===== src/rtl/mac_sched.sv =====
// mac_sched: shares one MAC between two burst requesters, one whole burst at a time, round-robin.
// Optional feature macro MAC_SCHED_COUNT_EN: report the per-burst sample count on res_count_o.

module mac_sched #(
  parameter int width_p     = 16,
  parameter int out_width_p = 32,
  parameter int cnt_width_p = 8
) (
  input  logic                   clk_i,
  input  logic                   reset_i,
  input  logic                   valid0_i,
  output logic                   ready0_o,
  input  logic [width_p-1:0]     a0_i,
  input  logic [width_p-1:0]     b0_i,
  input  logic                   last0_i,
  input  logic                   valid1_i,
  output logic                   ready1_o,
  input  logic [width_p-1:0]     a1_i,
  input  logic [width_p-1:0]     b1_i,
  input  logic                   last1_i,
  output logic                   mac_clear_o,
  output logic                   mac_valid_o,
  input  logic                   mac_ready_i,
  output logic [width_p-1:0]     mac_a_o,
  output logic [width_p-1:0]     mac_b_o,
  input  logic                   mac_valid_i,
  output logic                   mac_ready_o,
  input  logic [out_width_p-1:0] mac_data_i,
  output logic                   res_valid_o,
  input  logic                   res_ready_i,
  output logic [out_width_p-1:0] res_data_o,
  output logic                   res_id_o,
  output logic [cnt_width_p-1:0] res_count_o
);

  typedef enum logic [2:0] {
    IDLE   = 3'd0,
    CLEAR  = 3'd1,
    STREAM = 3'd2,
    DRAIN  = 3'd3,
    RESULT = 3'd4
  } state_t;

  state_t                 r_state;
  state_t                 w_state_nxt;
  logic                   r_gnt;
  logic                   r_rr;
  logic [1:0]             r_out;
  logic [out_width_p-1:0] r_res;

  logic                   w_sel_valid;
  logic                   w_sel_last;
  logic [width_p-1:0]     w_sel_a;
  logic [width_p-1:0]     w_sel_b;
  logic                   w_room;
  logic                   w_pick;
  logic                   w_in_hs;
  logic                   w_out_hs;

  // Mux of the granted requester's sample; r_rr names the requester favoured on a tie
  always_comb begin
    w_sel_valid = r_gnt ? valid1_i : valid0_i;
    w_sel_last  = r_gnt ? last1_i  : last0_i;
    w_sel_a     = r_gnt ? a1_i     : a0_i;
    w_sel_b     = r_gnt ? b1_i     : b0_i;
    w_room      = (r_out != 2'd3);
    w_pick      = (valid0_i & valid1_i) ? r_rr : valid1_i;
  end

  assign w_in_hs  = mac_valid_o & mac_ready_i;
  assign w_out_hs = mac_valid_i & mac_ready_o & (r_out != 2'd0);

  // Next-state and output decode
  always_comb begin
    w_state_nxt = r_state;
    mac_clear_o = 1'b0;
    mac_valid_o = 1'b0;
    mac_a_o     = {width_p{1'b0}};
    mac_b_o     = {width_p{1'b0}};
    mac_ready_o = 1'b0;
    ready0_o    = 1'b0;
    ready1_o    = 1'b0;
    res_valid_o = 1'b0;
    res_data_o  = {out_width_p{1'b0}};
    res_id_o    = 1'b0;
    case (r_state)
      IDLE: begin
        if (valid0_i | valid1_i) begin
          w_state_nxt = CLEAR;
        end else begin
          w_state_nxt = IDLE;
        end
      end
      CLEAR: begin
        mac_clear_o = 1'b1;
        w_state_nxt = STREAM;
      end
      STREAM: begin
        mac_valid_o = w_sel_valid & w_room;
        mac_a_o     = w_sel_a;
        mac_b_o     = w_sel_b;
        mac_ready_o = 1'b1;
        ready0_o    = ~r_gnt & mac_ready_i & w_room;
        ready1_o    = r_gnt & mac_ready_i & w_room;
        if (w_sel_valid & w_room & mac_ready_i & w_sel_last) begin
          w_state_nxt = DRAIN;
        end else begin
          w_state_nxt = STREAM;
        end
      end
      DRAIN: begin
        mac_ready_o = 1'b1;
        if (r_out == 2'd0) begin
          w_state_nxt = RESULT;
        end else begin
          w_state_nxt = DRAIN;
        end
      end
      RESULT: begin
        res_valid_o = 1'b1;
        res_data_o  = r_res;
        res_id_o    = r_gnt;
        if (res_ready_i) begin
          w_state_nxt = IDLE;
        end else begin
          w_state_nxt = RESULT;
        end
      end
      default: begin
        w_state_nxt = IDLE;
      end
    endcase
  end

  // State, grant and round-robin pointer
  always_ff @(posedge clk_i or negedge reset_i) begin
    if (!reset_i) begin
      r_state <= IDLE;
      r_gnt   <= 1'b0;
      r_rr    <= 1'b0;
    end else begin
      r_state <= w_state_nxt;
      if ((r_state == IDLE) && (valid0_i | valid1_i)) begin
        r_gnt <= w_pick;
      end
      if ((r_state == RESULT) && res_ready_i) begin
        r_rr <= ~r_gnt;
      end
    end
  end

  // Outstanding MAC operations; a stray mac_valid_i at zero never reaches w_out_hs
  always_ff @(posedge clk_i or negedge reset_i) begin
    if (!reset_i) begin
      r_out <= 2'd0;
    end else begin
      case ({w_in_hs, w_out_hs})
        2'b10:   r_out <= r_out + 2'd1;
        2'b01:   r_out <= r_out - 2'd1;
        default: r_out <= r_out;
      endcase
    end
  end

  // Latest running sum returned by the MAC
  always_ff @(posedge clk_i or negedge reset_i) begin
    if (!reset_i) begin
      r_res <= {out_width_p{1'b0}};
    end else if (w_out_hs) begin
      r_res <= mac_data_i;
    end
  end

`ifdef MAC_SCHED_COUNT_EN
  logic [cnt_width_p-1:0] r_cnt;

  // Saturating sample counter for the burst in flight
  always_ff @(posedge clk_i or negedge reset_i) begin
    if (!reset_i) begin
      r_cnt <= {cnt_width_p{1'b0}};
    end else if (r_state == CLEAR) begin
      r_cnt <= {cnt_width_p{1'b0}};
    end else if (w_in_hs && (r_cnt != {cnt_width_p{1'b1}})) begin
      r_cnt <= r_cnt + {{(cnt_width_p-1){1'b0}}, 1'b1};
    end
  end

  assign res_count_o = (r_state == RESULT) ? r_cnt : {cnt_width_p{1'b0}};
`else
  assign res_count_o = {cnt_width_p{1'b0}};
`endif

endmodule


===== config.mk =====
export PLATFORM = sky130hd
export DESIGN_NAME = mac_sched
export DESIGN_NICKNAME = d
export VERILOG_FILES = /design/src/rtl/mac_sched.sv
export SDC_FILE = /design/constraint.sdc
export NUM_CORES = 1
export LEC_CHECK = 0
export ABC_AREA = 1
export CORE_MARGIN = 5
export CORE_UTILIZATION = 35
export CTS_CLUSTER_DIAMETER = 30
export DETAILED_ROUTE_END_ITERATION = 8
export PLACE_DENSITY = 0.86
export SYNTH_ARGS = -nofsm -noshare
export SYNTH_HDL_FRONTEND = slang
export SYNTH_SLANG_ARGS = --single-unit

===== constraint.sdc =====
create_clock -name clk_i -period 2.08 [get_ports clk_i]
set_clock_uncertainty 0.2 [all_clocks]
set_input_delay 0.624 -clock clk_i [delete_from_list [all_inputs] [get_ports clk_i]]
set_output_delay 0.624 -clock clk_i [all_outputs]
set_load 0.1 [all_outputs]

-- Word-level counts from Yosys, hierarchy flattened
Index checks and enable logic that the tools add are counted.
- $add $sub $neg: 2
- equality and inequality tests: 7
- muxes and demuxes: 21
- bitwise logic cells: 13
- reduce and logical (&&, ||, !) cells: 7
- operator list (kind ; number):
    $mux 16 ; 4
    $mux 32 ; 1
    $pmux 3 s5 ; 1
    $mux 1 ; 12
    $and 1x1->1 ; 11
    $eq 3x2->1 const B ; 2
    $mux 3 ; 2
    $pmux 2 s2 ; 1
    $reduce_bool 2->1 ; 2
    $eq 3x1->1 const B ; 1
    $eq 3x3->1 const B ; 1
    $logic_not 3->1 ; 1
    $add 2x1->2 const B ; 1
    $eq 2x1->1 const B ; 1
    $eq 2x2->1 const B ; 1
    $logic_and 1x1->1 ; 2
    $logic_not 2->1 ; 1
    $ne 2x2->1 const B ; 1
    $reduce_or 2->1 ; 1
    $sub 2x1->2 const B ; 1
    $not 1->1 ; 1
    $or 1x1->1 ; 1
- register bits after elaboration: 39
- input port bits: 105
- word-level logic and storage cells: 55

-- Logic depth before layout (Yosys ltp)
- depth after elaboration: 7
- depth in mapped cells: 10

-- Worst setup path after synthesis
OpenSTA, ideal clock, no wires.
- path type: register -> output
- from: register r_state[2]
- to: output port ready0_o
- arrival time: 2.887 ns
- required time: 1.256 ns
- setup slack: -1.631 ns
- cell stages (with the launch flop): 6
- path through: dfrtp_1 -> inv_1 -> nand3_1 -> nor2_1 -> inv_1 -> nor3_1
- word-level cells in the longest chain between the ends: 2
- RTL lines (what ; line ; RTL):
    start, declared ; 44 ; state_t r_state;
    start signal, assigned ; 142 ; r_state <= w_state_nxt;
    $eq 3x2->1 ; 86 ; case (r_state)
    $mux 1 ; 86 ;
    end, declared ; 12 ; output logic ready0_o,
No other way between the ends.

-- Final worst setup path
- from: register r_gnt
- to: output port mac_b_o[0]
- word-level cells in the longest chain between the ends: 2
- RTL lines (what ; line ; RTL):
    start, declared ; 46 ; logic r_gnt;
    start signal, assigned ; 144 ; r_gnt <= w_pick;
    $mux 16 ; 65 ; w_sel_b = r_gnt ? b1_i : b0_i;
    $mux 16 ; 86 ;
    end, declared ; 25 ; output logic [width_p-1:0] mac_b_o,
No other way between the ends.

==> flow_results.xml <==
<?xml version="1.0" encoding="UTF-8"?>
<metrics>
  <group name="layout">
    <metric name="instances_no_fill" unit="">648</metric>
    <metric name="layout.filler_cells" unit="">241</metric>
    <metric name="post-route-util" unit="%">91.8</metric>
    <metric name="layout.nets" unit="">653</metric>
    <metric name="area.growth.synth_to_final" unit="%">153</metric>
    <metric name="post_route_cells_drive_above_1_share" unit="%">54.0</metric>
  </group>
  <group name="synthesis">
    <metric name="yosysMostFrequentCell" unit="">nand2_1</metric>
    <metric name="postSynth.topFlopCell" unit="">dfrtp_1</metric>
    <metric name="synth.distinct_cells" unit="">31</metric>
    <metric name="synthDominantCellAreaShare" unit="%">39.4</metric>
    <metric name="post_synth_instance_area" unit="sq um">2480</metric>
    <metric name="synth_top_cells_by_count" unit="">nand2_1 (103), inv_1 (40), dfrtp_1 (39), nor2_1 (39), a21oi_1 (33)</metric>
    <metric name="synth.ff_latch_count" unit="">39</metric>
    <metric name="synth_enable_flop_cells" unit="">0</metric>
    <metric name="yosysSeqAreaShare" unit="%">39.4</metric>
    <metric name="yosys.area.top_type" unit="">dfrtp_1</metric>
    <metric name="synthTopCellsByArea" unit="">dfrtp_1 (39%), nand2_1 (16%), o21ai_2 (8.8%)</metric>
    <metric name="yosysWarningCount" unit="">0</metric>
    <metric name="postSynthCellCount" unit="">345</metric>
    <metric name="async_flop_share" unit="%">100</metric>
    <metric name="mapped_avg_cell_area" unit="sq um">7.18</metric>
  </group>
  <group name="floorplanning">
    <metric name="chipWidth" unit="um">94.2</metric>
    <metric name="area_of_the_placeable_core" unit="sq um">6830</metric>
    <metric name="effective_utilization_at_floorplan" unit="%">36.3</metric>
    <metric name="placementRows" unit="">30</metric>
    <metric name="io-pin-count" unit="">184</metric>
    <metric name="dieHeight" unit="um">94.2</metric>
    <metric name="floorplan.die_area" unit="sq um">8870</metric>
  </group>
  <group name="sta">
    <metric name="layout_min_cycle_time" unit="ns">2.44</metric>
    <metric name="post-route-worst-setup-slack" unit="ns">-0.360</metric>
    <metric name="timing.hold.ws" unit="ns">0.174</metric>
    <metric name="finalCritPeriodShare" unit="%">117</metric>
    <metric name="report.final.slew_viol_count" unit="">0</metric>
    <metric name="slew_headroom" unit="%">65.5</metric>
    <metric name="finalSetupViolCount" unit="">71</metric>
    <metric name="worst_slew_pin_slew" unit="ns">0.517</metric>
    <metric name="grt_setup_unrepaired" unit="">yes</metric>
    <metric name="setup-tns-final" unit="ns">-19.35</metric>
    <metric name="max_freq" unit="MHz">410</metric>
    <metric name="timing.final.hold_violations" unit="">0</metric>
  </group>
  <group name="routing">
    <metric name="routed_wire_length_per_instance" unit="um">23.3</metric>
    <metric name="met2RoutedLength" unit="um">8270</metric>
    <metric name="drcViolationCount" unit="">0</metric>
    <metric name="drt_pass1_iterations" unit="">4</metric>
    <metric name="per_cell_via_count_in_the_routed_design" unit="">5.24</metric>
    <metric name="dr_total_vias" unit="">3393</metric>
    <metric name="highest_metal_layer_with_signal_wires" unit="">met4</metric>
    <metric name="routed_length_on_met1" unit="um">4910</metric>
    <metric name="met3RoutedLength" unit="um">908</metric>
    <metric name="route.antenna.remaining_nets" unit="">0</metric>
    <metric name="routed_wirelength" unit="um">15100</metric>
    <metric name="drt_iter0_markers" unit="">123</metric>
  </group>
  <group name="clock_network">
    <metric name="worst_skew_pair_latency" unit="ns">0.29</metric>
    <metric name="cts_root_buf" unit="">clkbuf_8</metric>
    <metric name="holdBufCountCts" unit="">0</metric>
    <metric name="clockBufferDepth" unit="">2</metric>
    <metric name="clkSinkCount" unit="">39</metric>
    <metric name="cts.clk_slew.worst_paths" unit="ns">0.08</metric>
    <metric name="tritoncts" unit="">done</metric>
    <metric name="htree_levels" unit="">2</metric>
    <metric name="numCtsBuffers" unit="">5</metric>
  </group>
  <group name="power_and_ir_drop">
    <metric name="power_density" unit="nW/um^2">1530</metric>
    <metric name="vdd.ir_drop.worst" unit="uV">799</metric>
    <metric name="leakage" unit="uW">0.00267</metric>
  </group>
  <group name="global_routing">
    <metric name="grt_antenna_before_repair" unit="">1</metric>
    <metric name="pin_count_of_the_biggest_net_entering_global_routing" unit="">40</metric>
    <metric name="grt_pass1_vias" unit="">3536</metric>
    <metric name="grt_overflow" unit="">0</metric>
    <metric name="track_usage" unit="%">29.2</metric>
    <metric name="grt_pass1_wl" unit="um">19800</metric>
  </group>
  <group name="worst_setup_path">
    <metric name="timing.reg2reg.worst_path_depth" unit="">10</metric>
    <metric name="worstSetupEndpointType" unit="">primary output</metric>
    <metric name="worst-endpoint-arrival" unit="ns">1.62</metric>
    <metric name="critPathMaxFanout" unit="">18</metric>
    <metric name="criticalPathCategory" unit="">register to primary output</metric>
    <metric name="critical_path_required" unit="ns">1.26</metric>
    <metric name="critical_path.startpoint_type" unit="">register</metric>
  </group>
  <group name="status">
    <metric name="violations" unit="">negative setup slack</metric>
    <metric name="status" unit="">finished, violations left</metric>
  </group>
  <group name="place">
    <metric name="dp_slack" unit="ns">-0.618</metric>
    <metric name="placed_cells_incl_taps" unit="">623</metric>
    <metric name="place.gp.congestion" unit="">0.855</metric>
    <metric name="placement.io_buffers" unit="">175</metric>
    <metric name="hpwl" unit="um">9100</metric>
  </group>
  <group name="hold_path">
    <metric name="min_path_type" unit="">input port to async pin</metric>
  </group>
  <group name="run">
    <metric name="cap_viol_max_count" unit="">0</metric>
  </group>
</metrics>
-- layout by cell type, fill, tap and decap left out, types with 2 or more instances in the layout --
cell type	count
buf_12	81
nand2_2	59
clkdlybuf4s50_1	57
nand2_1	50
dfrtp_1	38
dlygate4sd2_1	35
inv_1	34
nor2_4	33
a21oi_4	32
buf_4	27
o21ai_2	25
dlymetal6s2s_1	10
inv_2	8
conb_1	8
clkbuf_8	6
nor2_2	5
o21ai_0	5
o21ai_1	5
diode_2	4
nor2_1	3
buf_6	3
clkinv_2	2
nor3_4	2
xnor2_1	2
-- layout make-up --
class	count	area, sq um	share of cell area, %
Multi-Input combinational cell	241	1970	31.4
Clock buffer	6	82.6	1.32
Timing Repair Buffer	216	2900	46.3
Clock inverter	2	35.0	0.559
Antenna cell	4	10.0	0.160
Inverter	44	174	2.77
Sequential cell	39	977	15.6
Tap cell	96	120	1.92
-- logic make-up after synthesis --
kind of cell / count (synthesis) / synth area share [%]
adder cells (fa/ha/maj): 1 / 0.505
AND/OR/NAND/NOR: 158 / 25.7
XOR/XNOR: 2 / 0.707
buffers and inverters: 72 / 15.0
other: 1 / 0.151
flip-flops: 39 / 39.4
AO/OA/AOI/OAI: 72 / 18.6
-- flip-flops by register name, indices dropped and copies added, names as in the netlist --
register	count
r_out	2
r_state	3
r_res	32
r_rr	1
r_gnt	1
-- repair_timing --
item,4_1_cts,5_1_grt
endpoints found under the setup margin,72,72
buffers inserted,2,10
pin swaps,36,21
gates resized for setup,90,27
cloned,0,1
-- per-stage QoR --
| stage | power [uW] | cell area (sq um) |
|---|---|---|
| 2_1_floorplan | 5870 | 3190 |
| 3_3_place_gp | 7980 | 5840 |
| 3_5_place_dp | 8180 | 5840 |
| 4_1_cts | 9050 | 6070 |
| 5_1_grt | 9860 | 6260 |
| 6_report | 9570 | 6270 |
-- critical path, cell delays in order, from the launching register on --
cell and delay [ns]:
dfrtp_2 0.46, clkinv_2 0.11, clkbuf_16 0.21, nand2_2 0.13, a21oi_4 0.21, buf_12 0.19
-- final timing paths --
kind	startpoint	to	slack, ns
worst max-delay path	r_gnt$_DFFE_PN0N_	mac_b_o[0]	-0.36
worst min-delay path	reset_i	r_res[19]$_DFFE_PN0P_	0.17
worst max register to register	r_state[1]$_DFF_PN0_	r_out[1]$_DFFE_PN0P_	-0.06
worst min register to register	r_res[15]$_DFFE_PN0P_	r_res[15]$_DFFE_PN0P_	0.36
max in group asynchronous	reset_i	r_gnt$_DFFE_PN0N_	1.11
min in group clk_i	r_res[15]$_DFFE_PN0P_	r_res[15]$_DFFE_PN0P_	0.36
-- power by group --
| group | switching (uW) | total (uW) | internal [uW] |
|---|---|---|---|
| Combinational | 4950 | 7590 | 2650 |
| Sequential | 176 | 1300 | 1130 |
| Clock | 281 | 669 | 388 |
-- routing by layer --
metal  GRT usage, %  vias up
li1               -     1462
met1           28.9     1651
met2           57.7      208
met3           6.49       72
met4           11.7        0
met5              0        -
(Power assumes the default switching activity.)
